===== src/rtl/store_capture_unit.sv =====
// Store capture unit: watches CPU stores, buffers in-window stores with a cycle
// timestamp in a FIFO, and latches misaligned/halt status flags.
module store_capture_unit #(
   parameter int          DEPTH     = 8,
   parameter logic [31:0] WIN_LO    = 32'h0000_0000,
   parameter logic [31:0] WIN_HI    = 32'h0000_00FF,
   parameter logic [31:0] HALT_ADDR = 32'h0000_FFFC
) (
   input  logic                       clk,
   input  logic                       reset,
   input  logic                       memwrite,
   input  logic [31:0]                dataadr,
   input  logic [31:0]                writedata,
   output logic                       out_valid,
   input  logic                       out_ready,
   output logic [31:0]                out_addr,
   output logic [31:0]                out_data,
   output logic [15:0]                out_cycle,
   output logic [$clog2(DEPTH):0]     count,
   output logic                       overflow,
   output logic [7:0]                 drop_count,
   output logic                       misaligned,
   output logic                       halted,
   output logic [31:0]                halt_code
);

   localparam int PW = (DEPTH > 1) ? $clog2(DEPTH) : 1;
   localparam int CW = $clog2(DEPTH) + 1;

   typedef struct packed {
      logic [15:0] cyc;
      logic [31:0] addr;
      logic [31:0] data;
   } entry_t;

   entry_t          mem_q [DEPTH];
   logic [PW-1:0]   wr_ptr_q, wr_ptr_d;
   logic [PW-1:0]   rd_ptr_q, rd_ptr_d;
   logic [CW-1:0]   count_q, count_d;
   logic [15:0]     cycle_q, cycle_d;
   logic            overflow_q, overflow_d;
   logic [7:0]      drop_count_q, drop_count_d;
   logic            misaligned_q, misaligned_d;
   logic            halted_q, halted_d;
   logic [31:0]     halt_code_q, halt_code_d;

   logic is_store, is_mis, is_halt, in_win, is_cap;
   logic full, pop, push, drop;
   entry_t head;

   always_comb begin
      is_store = memwrite && !halted_q;
      is_mis   = (dataadr[1:0] != 2'b00);
      is_halt  = !is_mis && (dataadr == HALT_ADDR);
      // Offset compare avoids a constant-true test when WIN_LO is zero.
      in_win   = ((dataadr - WIN_LO) <= (WIN_HI - WIN_LO));
      is_cap   = is_store && !is_mis && !is_halt && in_win;

      full = (count_q == CW'(DEPTH));
      pop  = out_valid && out_ready;
      push = is_cap && (!full || pop);
      drop = is_cap && full && !pop;

      cycle_d      = cycle_q + 16'd1;
      wr_ptr_d     = push ? wr_ptr_q + PW'(1) : wr_ptr_q;
      rd_ptr_d     = pop  ? rd_ptr_q + PW'(1) : rd_ptr_q;
      count_d      = count_q;
      if (push && !pop) count_d = count_q + CW'(1);
      if (pop && !push) count_d = count_q - CW'(1);

      overflow_d   = overflow_q || drop;
      drop_count_d = (drop && drop_count_q != 8'hFF) ? drop_count_q + 8'd1 : drop_count_q;
      misaligned_d = misaligned_q || (is_store && is_mis);
      halted_d     = halted_q || (is_store && is_halt);
      halt_code_d  = (is_store && is_halt) ? writedata : halt_code_q;
   end

   always_ff @(posedge clk) begin
      if (reset) begin
         wr_ptr_q     <= '0;
         rd_ptr_q     <= '0;
         count_q      <= '0;
         cycle_q      <= '0;
         overflow_q   <= 1'b0;
         drop_count_q <= '0;
         misaligned_q <= 1'b0;
         halted_q     <= 1'b0;
         halt_code_q  <= '0;
      end else begin
         wr_ptr_q     <= wr_ptr_d;
         rd_ptr_q     <= rd_ptr_d;
         count_q      <= count_d;
         cycle_q      <= cycle_d;
         overflow_q   <= overflow_d;
         drop_count_q <= drop_count_d;
         misaligned_q <= misaligned_d;
         halted_q     <= halted_d;
         halt_code_q  <= halt_code_d;
      end
   end

   // Storage needs no reset: outputs are masked whenever count is zero.
   always_ff @(posedge clk) begin
      if (!reset && push) begin
         mem_q[wr_ptr_q] <= '{cyc: cycle_q, addr: dataadr, data: writedata};
      end
   end

   assign head       = mem_q[rd_ptr_q];
   assign out_valid  = (count_q != '0);
   assign out_addr   = out_valid ? head.addr : 32'd0;
   assign out_data   = out_valid ? head.data : 32'd0;
   assign out_cycle  = out_valid ? head.cyc  : 16'd0;
   assign count      = count_q;
   assign overflow   = overflow_q;
   assign drop_count = drop_count_q;
   assign misaligned = misaligned_q;
   assign halted     = halted_q;
   assign halt_code  = halt_code_q;

endmodule


===== config.mk =====
export PLATFORM = sky130hd
export DESIGN_NAME = store_capture_unit
export DESIGN_NICKNAME = d
export VERILOG_FILES = /design/src/rtl/store_capture_unit.sv
export SDC_FILE = /design/constraint.sdc
export NUM_CORES = 1
export LEC_CHECK = 0
export BUFFER_PORTS_ARGS = -buffer_cell sky130_fd_sc_hd__buf_2
export CAP_MARGIN = 20
export CELL_PAD_IN_SITES_DETAIL_PLACEMENT = 2
export CELL_PAD_IN_SITES_GLOBAL_PLACEMENT = 2
export CORE_ASPECT_RATIO = 2
export CORE_MARGIN = 3
export CORE_UTILIZATION = 40
export CTS_BUF_LIST = sky130_fd_sc_hd__clkbuf_8
export DETAILED_ROUTE_END_ITERATION = 7
export PLACE_DENSITY = 0.7
export SYNTH_ARGS = -nofsm -noshare
export SYNTH_HDL_FRONTEND = slang
export SYNTH_SLANG_ARGS = --single-unit

===== constraint.sdc =====
create_clock -name clk -period 14.3 [get_ports clk]
set_clock_uncertainty 0.05 [all_clocks]
set_input_delay 0 -clock clk [delete_from_list [all_inputs] [get_ports clk]]
set_output_delay 0 -clock clk [all_outputs]
set_load 0.01 [all_outputs]

==> results of run 1 <==
[registers in the layout, summed over array words and instances (netlist names), named ones only]
signal / count
halted: 1
count: 4
halt_code: 32
cycle_q: 16
drop_count: 8
rd_ptr_q: 3
wr_ptr_q: 3
misaligned: 1
mem_q: 640
overflow: 1
[kinds of logic (layout without fill, tap and decap cells)]
logic type	after synthesis	after routing
XOR/XNOR	17	17
other	0	1
buffers and inverters	79	503
multiplexers	244	244
adder cells (fa/ha/maj)	7	7
flip-flops	712	712
AO/OA/AOI/OAI	63	63
AND/OR/NAND/NOR	263	263
[repair_timing]
item | CTS | global route
hold buffers | 83 | 0
setup buffers | 0 | 0
endpoints found under the hold margin | 583 | 0
[final timing paths]
| kind | startpoint | end | slack, ps | cells past startpoint |
|---|---|---|---|---|
| setup / recovery | flop | out_cycle[4] | 9750 | 6 |
| setup reg to reg | halted$_SDFF_PP0_ | mem_q[5][35]$_DFFE_PP_ | 10290 | 6 |
| hold reg to reg | halt_code[2]$_SDFFE_PP0P_ | halt_code[2]$_SDFFE_PP0P_ | 400 | 2 |
| hold / removal | dataadr[29] | mem_q[4][61]$_DFFE_PP_ | 80 | 2 |
[power groups by stage]
stage	combinational, mW	sequential [mW]	clock [mW]
3_5_place_dp	0.0434	2.31	0
5_1_grt	0.0675	2.26	1.77
3_3_place_gp	0.0387	2.31	0
2_1_floorplan	0.00544	2.31	0
6_report	0.0616	2.26	1.63
4_1_cts	0.0622	2.26	1.69
[stage by stage]
| step | worst slack (ps) | total power, mW |
|---|---|---|
| after floorplan | 4210 | 2.31 |
| after global placement | 10260 | 2.34 |
| after detailed placement | 10160 | 2.35 |
| after CTS | 9540 | 4.01 |
| after global routing | 9330 | 4.10 |
| final | 9750 | 3.95 |
[cells in the final DEF, fill, tap and decap left out, drive strengths merged, types with 2 or more instances in the layout]
cell	count
clkinv	29
dfxtp	72
a211oi	2
dlygate4sd3	83
mux2i	83
and4	2
nand3	13
and2	3
and3	6
edfxtp	640
nand4	8
nor4b	2
xor2	8
xnor2	9
a21oi	46
inv	46
nor2b	3
a31o	2
clkinvlp	2
nand2	80
buf	221
nor4	11
o21ai	8
ha	6
nor2	117
nor3	10
bufinv	5
mux4	160
clkbuf	117
or3	5
[cell type report]
type	count	area, um^2
fill	6121	34900
multi-input combinational	594	6270
sequential	712	20700
tap	884	1110
inverter	9	33.8
timing repair buffer	304	2040
clock inverter	73	447
clock buffer	117	1610
antenna	1	2.50
[per-layer routing]
layer  global-route usage (%)  share of wire (%)  vias up
met4                     6.71                2.3        0
li1                         -                  -     6234
met3                     3.08                3.7      109
met5                        0                  0        -
met1                     25.2                 39     7749
met2                     39.1                 55      380
==> impl_metrics.env, run 1 <==
export IMPL_die_y_um=375
export IMPL_worst_hold_slack_ps=84.5
export IMPL_ys_top_cells_by_count="640 x edfxtp_1, 160 x mux4_2, 117 x nor2_1, 83 x mux2i_1, 80 x nand2_1"
export IMPL_place_hpwl_mm=42.1
export IMPL_final_util_pct=48.0
export IMPL_wl_per_cell_um=27.3
export IMPL_syn_nets=1460
export IMPL_synthTopCellsByArea="edfxtp_1 71%, mux4_2 13%, dfxtp_1 5.3%, mux2i_1 3.1%, nor2_1 1.6%"
export IMPL_num_vias=14500
export IMPL_synth_compound_area_share_pct=1.26
export IMPL_netlist_area_leader_share_pct=70.7
export IMPL_slew_viol_final=0
export IMPL_yosysWarnings=0
export IMPL_port_buffers=195
export IMPL_clockBufferDepth=3
export IMPL_clockPowerShare_pct=41.2
export IMPL_crit_arrival_ps=4500
export IMPL_core_mm2=0.0671
export IMPL_dpl_cell_area_mm2=0.0293
export IMPL_yosys_most_used_dff="edfxtp_1"
export IMPL_timing_critical_path_cells="buf_4, buf_4, mux4_2, mux2i_1, nor2_1, buf_2"
export IMPL_row_count=134
export IMPL_timing_critical_path_mode_cell="buf_4"
export IMPL_seq_area_frac_synth_pct=76.0
export IMPL_grt_pass1_vias=16900
export IMPL_finalInstanceArea_mm2=0.0322
export IMPL_drc=0
export IMPL_dieArea_mm2=0.0713
export IMPL_outcome="finished clean"
export IMPL_synthSimpleGateAreaFrac_pct=4.35
export IMPL_critPathMaxStageDelay_ps=890
export IMPL_htree_levels=3
export IMPL_required_ps=14250
export IMPL_cts_buffers=101
export IMPL_ios=196
export IMPL_yosysTopAreaCell="edfxtp_1"
export IMPL_ys_ff_latch=712
export IMPL_synthToLayoutAreaGrowth_pct=18.4
export IMPL_p_int_mw=3.12
export IMPL_gp_congestion=0.732
export IMPL_final_setup_viol_count=0
export IMPL_syn_instance_count=1385
export IMPL_cts_sinks=712
export IMPL_critPathLaunchType="flop"
export IMPL_antenna_found_initial=3
export IMPL_path_class="reg2out"
export IMPL_synth_edf_count=640
export IMPL_final_min_clock_period_ps=4550
export IMPL_die_w_um=190
export IMPL_tightest_slew_ps=1100
export IMPL_final_antenna_net_count=0
export IMPL_cts_root_buffer="clkbuf_8"
export IMPL_cp_top_family="buffers and inverters"
export IMPL_drv_cap=0
export IMPL_postCtsResizedCells=0
export IMPL_synth_area_mux_share_pct=16.4
export IMPL_crit_path_max_fanout=43
export IMPL_rsz0062_at_grt="false"
export IMPL_synth_xor_xnor_area_share_pct=0.548
export IMPL_fin_crit_sh_pct=31.8
export IMPL_grt_max_degree=77
export IMPL_seq_power_share_pct=57.2
export IMPL_finalHoldViolCount=0
export IMPL_synth_fa_ha_area_share_pct=0.350
export IMPL_power_density_mw_per_mm2=123
export IMPL_dr_pass1_iters=5
export IMPL_drive_gt1_share_pct=30.1
export IMPL_max_slew_margin_pct=26.6
export IMPL_cp_num_buf_inv=3
export IMPL_place_inst=2419
export IMPL_fin_cells=2694
export IMPL_cts_tree="built"
export IMPL_fmax_mhz=220
export IMPL_drtIter0Drc=866
export IMPL_grt_use_total_pct=21.1
export IMPL_hp_class="in2reg"
export IMPL_wl_mm=73.6
export IMPL_synth_cell_types=42
export IMPL_end_kind="output pin"
export IMPL_initial_core_util_pct=40.5
export IMPL_tns_ps=0
export IMPL_crit_slowest_cell="dfxtp_4"
export IMPL_clkTransAtPathRegs_ps=70
export IMPL_nNetsFinal=1797
export IMPL_async_flop_share_pct=0
export IMPL_syn_area_mm2=0.0272
export IMPL_power_leakage_nw=10.5
export IMPL_viasPerCell=5.37
export IMPL_combinationalPowerShare_pct=1.6
export IMPL_synth_top_family_by_area="multiplexers"
export IMPL_grt_pass1_wl_mm=112
export IMPL_p_switching_uw=829
export IMPL_synth_most_common_cell="edfxtp_1"
export IMPL_syn_avg_cell_area_um2=19.6
export IMPL_clk_latency_ps=730
export IMPL_grt_ovfl_total=0
export IMPL_p_sw_share_pct=21.0
export IMPL_ir_worst_vdd_uv=70.1
Note: power is estimated with default switching activity, not from simulation.
==> run 2, diff against run 1 <==
- clock period: 14.3 -> 4.55 ns (I/O delays scaled with it)
==> impl_metrics.env, run 2 (same netlist as run 1, synthesis figures left out) <==
export IMPL_critPathLaunchType="flop"
export IMPL_die_w_um=190
export IMPL_drive_gt1_share_pct=29.7
export IMPL_largest_reg_flops=640
export IMPL_final_cell_mix="640 x edfxtp_1, 194 x buf_2, 160 x mux4_2"
export IMPL_register_area_mm2=0.0207
export IMPL_path_class="reg2reg"
export IMPL_ios=196
export IMPL_grt_pass1_vias=16800
export IMPL_final_util_pct=47.7
export IMPL_tightest_slew_ps=1110
export IMPL_core_mm2=0.0671
export IMPL_required_ps=5100
export IMPL_slew_viol_final=0
export IMPL_final_min_clock_period_ps=3370
export IMPL_finalHoldViolCount=0
export IMPL_final_antenna_net_count=0
export IMPL_port_buffers=195
export IMPL_dr_pass1_iters=4
export IMPL_cts_buffers=100
export IMPL_crit_path_max_fanout=7
export IMPL_dieArea_mm2=0.0713
export IMPL_max_slew_margin_pct=26.2
export IMPL_nNetsFinal=1784
export IMPL_fmax_mhz=297
export IMPL_initial_core_util_pct=40.5
export IMPL_place_hpwl_mm=42.7
export IMPL_drv_cap=0
export IMPL_crit_arrival_ps=3920
export IMPL_fillers=6115
export IMPL_wl_mm=72.8
export IMPL_synthToLayoutAreaGrowth_pct=17.6
export IMPL_cts_setup_buffers=0
export IMPL_dpl_cell_area_mm2=0.0294
export IMPL_gp_congestion=0.724
export IMPL_htree_levels=3
export IMPL_grt_use_met3_pct=3.20
export IMPL_worst_hold_slack_ps=96.0
export IMPL_die_y_um=375
export IMPL_place_inst=2423
export IMPL_cts_sinks=712
export IMPL_busiest_layer="met2"
export IMPL_mostFrequentLayoutCell="edfxtp_1"
export IMPL_power_leakage_nw=10.4
export IMPL_power_density_mw_per_mm2=374
export IMPL_fin_crit_sh_pct=74.0
export IMPL_row_count=134
export IMPL_regMostFlops="mem_q"
export IMPL_pre_cts_ws_ps=1170
export IMPL_multi_input_area_mm2=0.00631
export IMPL_outcome="finished clean"
export IMPL_finalInstanceArea_mm2=0.0320
export IMPL_num_vias=14400
export IMPL_drtIter0Drc=980
export IMPL_grt_ovfl_total=0
export IMPL_fin_cells=2676
export IMPL_hp_class="in2reg"
export IMPL_cts_root_buffer="clkbuf_8"
export IMPL_wl_per_cell_um=27.2
export IMPL_grt_max_degree=81
export IMPL_clk_latency_ps=720
export IMPL_ir_worst_vdd_uv=197
export IMPL_clkTransAtPathRegs_ps=70
export IMPL_clockBufferDepth=3
export IMPL_antenna_found_initial=5
export IMPL_met1_usage_pct=25.5
export IMPL_drc=0
export IMPL_cts_tree="built"
export IMPL_grt_use_total_pct=20.7
export IMPL_final_setup_viol_count=0
export IMPL_grtUsageMet2_pct=37.2
export IMPL_rsz0062_at_grt="false"
export IMPL_viasPerCell=5.38
export IMPL_end_kind="flop"
export IMPL_grt_pass1_wl_mm=110
export IMPL_layout_setup_ws_ps=1180
-- run 2: final timing paths --
path                                     end                       start  slack (ps)  cells after the start
setup / recovery       count[3]$_SDFFE_PP0P_           halted$_SDFF_PP0_        1180                      9
hold / removal         mem_q[5][5]$_DFFE_PP_                writedata[5]         100                      2
setup reg to reg       count[3]$_SDFFE_PP0P_           halted$_SDFF_PP0_        1180                      9
hold reg to reg   halt_code[19]$_SDFFE_PP0P_  halt_code[19]$_SDFFE_PP0P_         400                      2
-- run 2: metrics by stage --
step	power, mW	TNS, ps
2_1_floorplan	7.27	-234210
3_3_place_gp	7.37	0
3_5_place_dp	7.38	0
4_1_cts	12.1	0
5_1_grt	12.4	0
6_report	12.0	0
-- run 2: what timing repair did --
item,4_1_cts,5_1_grt
hold endpoints to repair,566,0
setup endpoints to repair,0,0
gates resized for setup,0,0
hold buffers,67,0
-- run 2: final cells by class --
class                      instances  area share, %
multi-input combinational        594           19.7
timing repair buffer             292           6.28
antenna                            5         0.0391
tap                              884           3.46
sequential                       712           64.7
clock inverter                    73           1.10
clock buffer                     107           4.61
inverter                           9          0.106
-- run 2: worst max-delay path, stage by stage, from the launching register on --
cell and delay, ps:
dfxtp_1 340, nor4b_2 560, nand4_1 380, o21ai_1 390, inv_1 210, ha_1 320
a21o_1 180, a21oi_1 180, mux2i_1 280, mux2_1 370
-- run 2: metal layers --
layer | up-vias | part of all wire, %
met4 | 0 | 2.6
met5 | - | 0
met2 | 399 | 54
li1 | 6203 | -
met1 | 7682 | 39
met3 | 112 | 4.1
-- run 2: power by group --
part / internal [mW] / switching (mW) / leakage (nW)
Sequential: 7.10 / 0.00742 / 6.36
Combinational: 0.0663 / 0.116 / 2.93
Clock: 2.28 / 2.40 / 1.08
Total: 9.44 / 2.52 / 10.4
==> run 3, diff against run 2 <==
- PLACE_DENSITY: 0.7 -> 0.73
- clock period: 4.55 -> 2.9 ns (I/O delays scaled with it)
==> impl_metrics.env, run 3 (same netlist as run 1, synthesis figures left out) <==
export IMPL_outcome="finished clean"
export IMPL_final_setup_viol_count=0
export IMPL_final_util_pct=49.3
export IMPL_place_hpwl_mm=50.4
export IMPL_grt_use_total_pct=22.7
export IMPL_register_area_mm2=0.0207
export IMPL_critPathLaunchType="flop"
export IMPL_drv_cap=0
export IMPL_row_count=134
export IMPL_crit_arrival_ps=3370
export IMPL_grt_pass1_wl_mm=118
export IMPL_power_density_mw_per_mm2=581
export IMPL_multi_input_area_mm2=0.00635
export IMPL_hold_path_end="mem_q[2][50]$_DFFE_PP_"
export IMPL_end_kind="flop"
export IMPL_port_buffers=195
export IMPL_r2r_start="count[2]$_SDFFE_PP0P_"
export IMPL_wl_per_cell_um=29.1
export IMPL_reg2reg_to="count[3]$_SDFFE_PP0P_"
export IMPL_die_y_um=375
export IMPL_cts_sinks=712
export IMPL_final_min_clock_period_ps=2810
export IMPL_synthToLayoutAreaGrowth_pct=21.7
export IMPL_mostFrequentLayoutCell="edfxtp_1"
export IMPL_power_leakage_nw=10.9
export IMPL_htree_levels=3
export IMPL_fmax_mhz=356
export IMPL_num_vias=14800
export IMPL_tightest_slew_ps=660
export IMPL_initial_core_util_pct=40.5
export IMPL_rr_worst_depth=10
export IMPL_dpl_cell_area_mm2=0.0303
export IMPL_cts_buffers=98
export IMPL_drc=0
export IMPL_viasPerCell=5.39
export IMPL_r2r_slack_ps=90
export IMPL_dr_pass1_iters=5
export IMPL_clk_latency_ps=740
export IMPL_nNetsFinal=1846
export IMPL_ir_worst_vdd_uv=437
export IMPL_grt_pass1_vias=17300
export IMPL_regMostFlops="mem_q"
export IMPL_fillers=6039
export IMPL_drtIter0Drc=941
export IMPL_drive_gt1_share_pct=33.3
export IMPL_cts_tree="built"
export IMPL_hp_class="in2reg"
export IMPL_clkTransAtPathRegs_ps=70
export IMPL_clockBufferDepth=3
export IMPL_wl_mm=79.7
export IMPL_hold_depth=2
export IMPL_hp_start="dataadr[18]"
export IMPL_cts_root_buffer="clkbuf_8"
export IMPL_rsz0062_at_grt="true"
export IMPL_ios=196
export IMPL_dieArea_mm2=0.0713
export IMPL_final_cell_mix="640 x edfxtp_1, 194 x buf_2, 160 x mux4_2"
export IMPL_fin_crit_sh_pct=96.7
export IMPL_slew_viol_final=0
export IMPL_finalInstanceArea_mm2=0.0331
export IMPL_required_ps=3470
export IMPL_grt_ovfl_total=0
export IMPL_die_w_um=190
export IMPL_grt_max_degree=54
export IMPL_crit_path_max_fanout=6
export IMPL_path_class="reg2reg"
export IMPL_gp_congestion=0.754
export IMPL_power_total_mw=19.2
export IMPL_final_antenna_net_count=0
export IMPL_core_mm2=0.0671
export IMPL_finalHoldViolCount=0
export IMPL_largest_reg_flops=640
export IMPL_max_slew_margin_pct=56.0
export IMPL_antenna_found_initial=2
==> run 3: cell types whose count changed in the layout (fill, tap and decap cells not counted), sizes merged <==
cell | previous run | this run
clkbuf | 107 | 115
clkinv | 30 | 28
dlygate4sd3 | 67 | 76
clkinvlp | 2 | 5
buf | 225 | 280
bufinv | 2 | 1
diode | 5 | 2
inv | 48 | 44
==> run 3: timing repair <==
action | 4_1_cts | 5_1_grt
hold buffers | 76 | 0
gates cloned | 0 | 0
setup endpoints to repair | 58 | 54
setup buffers | 4 | 0
endpoints found under the hold margin | 559 | 0
gates resized for setup | 4 | 7
pin swaps | 0 | 1
==> run 3: worst max path at each step <==
stage	startpoint	end	slack (ps)	cells after the start
6_report	count[2]$_SDFFE_PP0P_	count[3]$_SDFFE_PP0P_	90	10
5_1_grt	count[3]$_SDFFE_PP0P_	count[3]$_SDFFE_PP0P_	-50	10
4_1_cts	count[0]$_SDFFE_PP0P_	out_cycle[6]	5	5
3_5_place_dp	halted$_SDFF_PP0_	count[3]$_SDFFE_PP0P_	60	11
3_3_place_gp	halted$_SDFF_PP0_	count[3]$_SDFFE_PP0P_	150	11
2_1_floorplan	halted$_SDFF_PP0_	mem_q[4][0]$_DFFE_PP_	-1460	6
==> run 3: metrics by stage <==
step | instances | hold slack (ps) | setup slack, ps | setup TNS, ps
after floorplan | 1385 | 48.9 | -1460 | -595370
after global placement | 2475 | 210 | 149 | 0
after detailed placement | 2475 | 225 | 57.7 | 0
after CTS | 2739 | 1.29 | 5.29 | 0
after global routing | 2740 | 51.1 | -54.2 | -157
final | 2741 | 76.8 | 94.4 | 0
==> run 3: routing by layer <==
layer	share of wire (%)	vias to the layer above	GRT usage [%]
met4	3.4	2	8.47
met2	55	440	41.6
li1	-	6321	-
met5	0.011	-	0
met3	4.2	147	3.58
met1	37	7864	26.6
==> run 3: worst max-delay path, stage by stage, from the launching register on <==
cell and delay (ps):
dfxtp_1 410, nor4_4 370, inv_2 100, and2_1 240, o21ai_1 140, inv_1 110, buf_4 170, ha_1 330
a21oi_2 170, mux2i_1 260, mux2_1 350
==> run 3: power by group <==
part / internal, mW / switching, mW / total (mW)
Clock: 3.75 / 4.00 / 7.75
Sequential: 11.1 / 0.0122 / 11.1
Combinational: 0.115 / 0.197 / 0.313
==> run 3: layout make-up <==
cell class / instances / area share, %
sequential: 712 / 62.5
multi-input combinational: 594 / 19.2
timing repair buffer: 356 / 8.95
clock buffer: 115 / 4.78
tap: 884 / 3.34
clock inverter: 69 / 1.11
inverter: 9 / 0.102
antenna: 2 / 0.0151
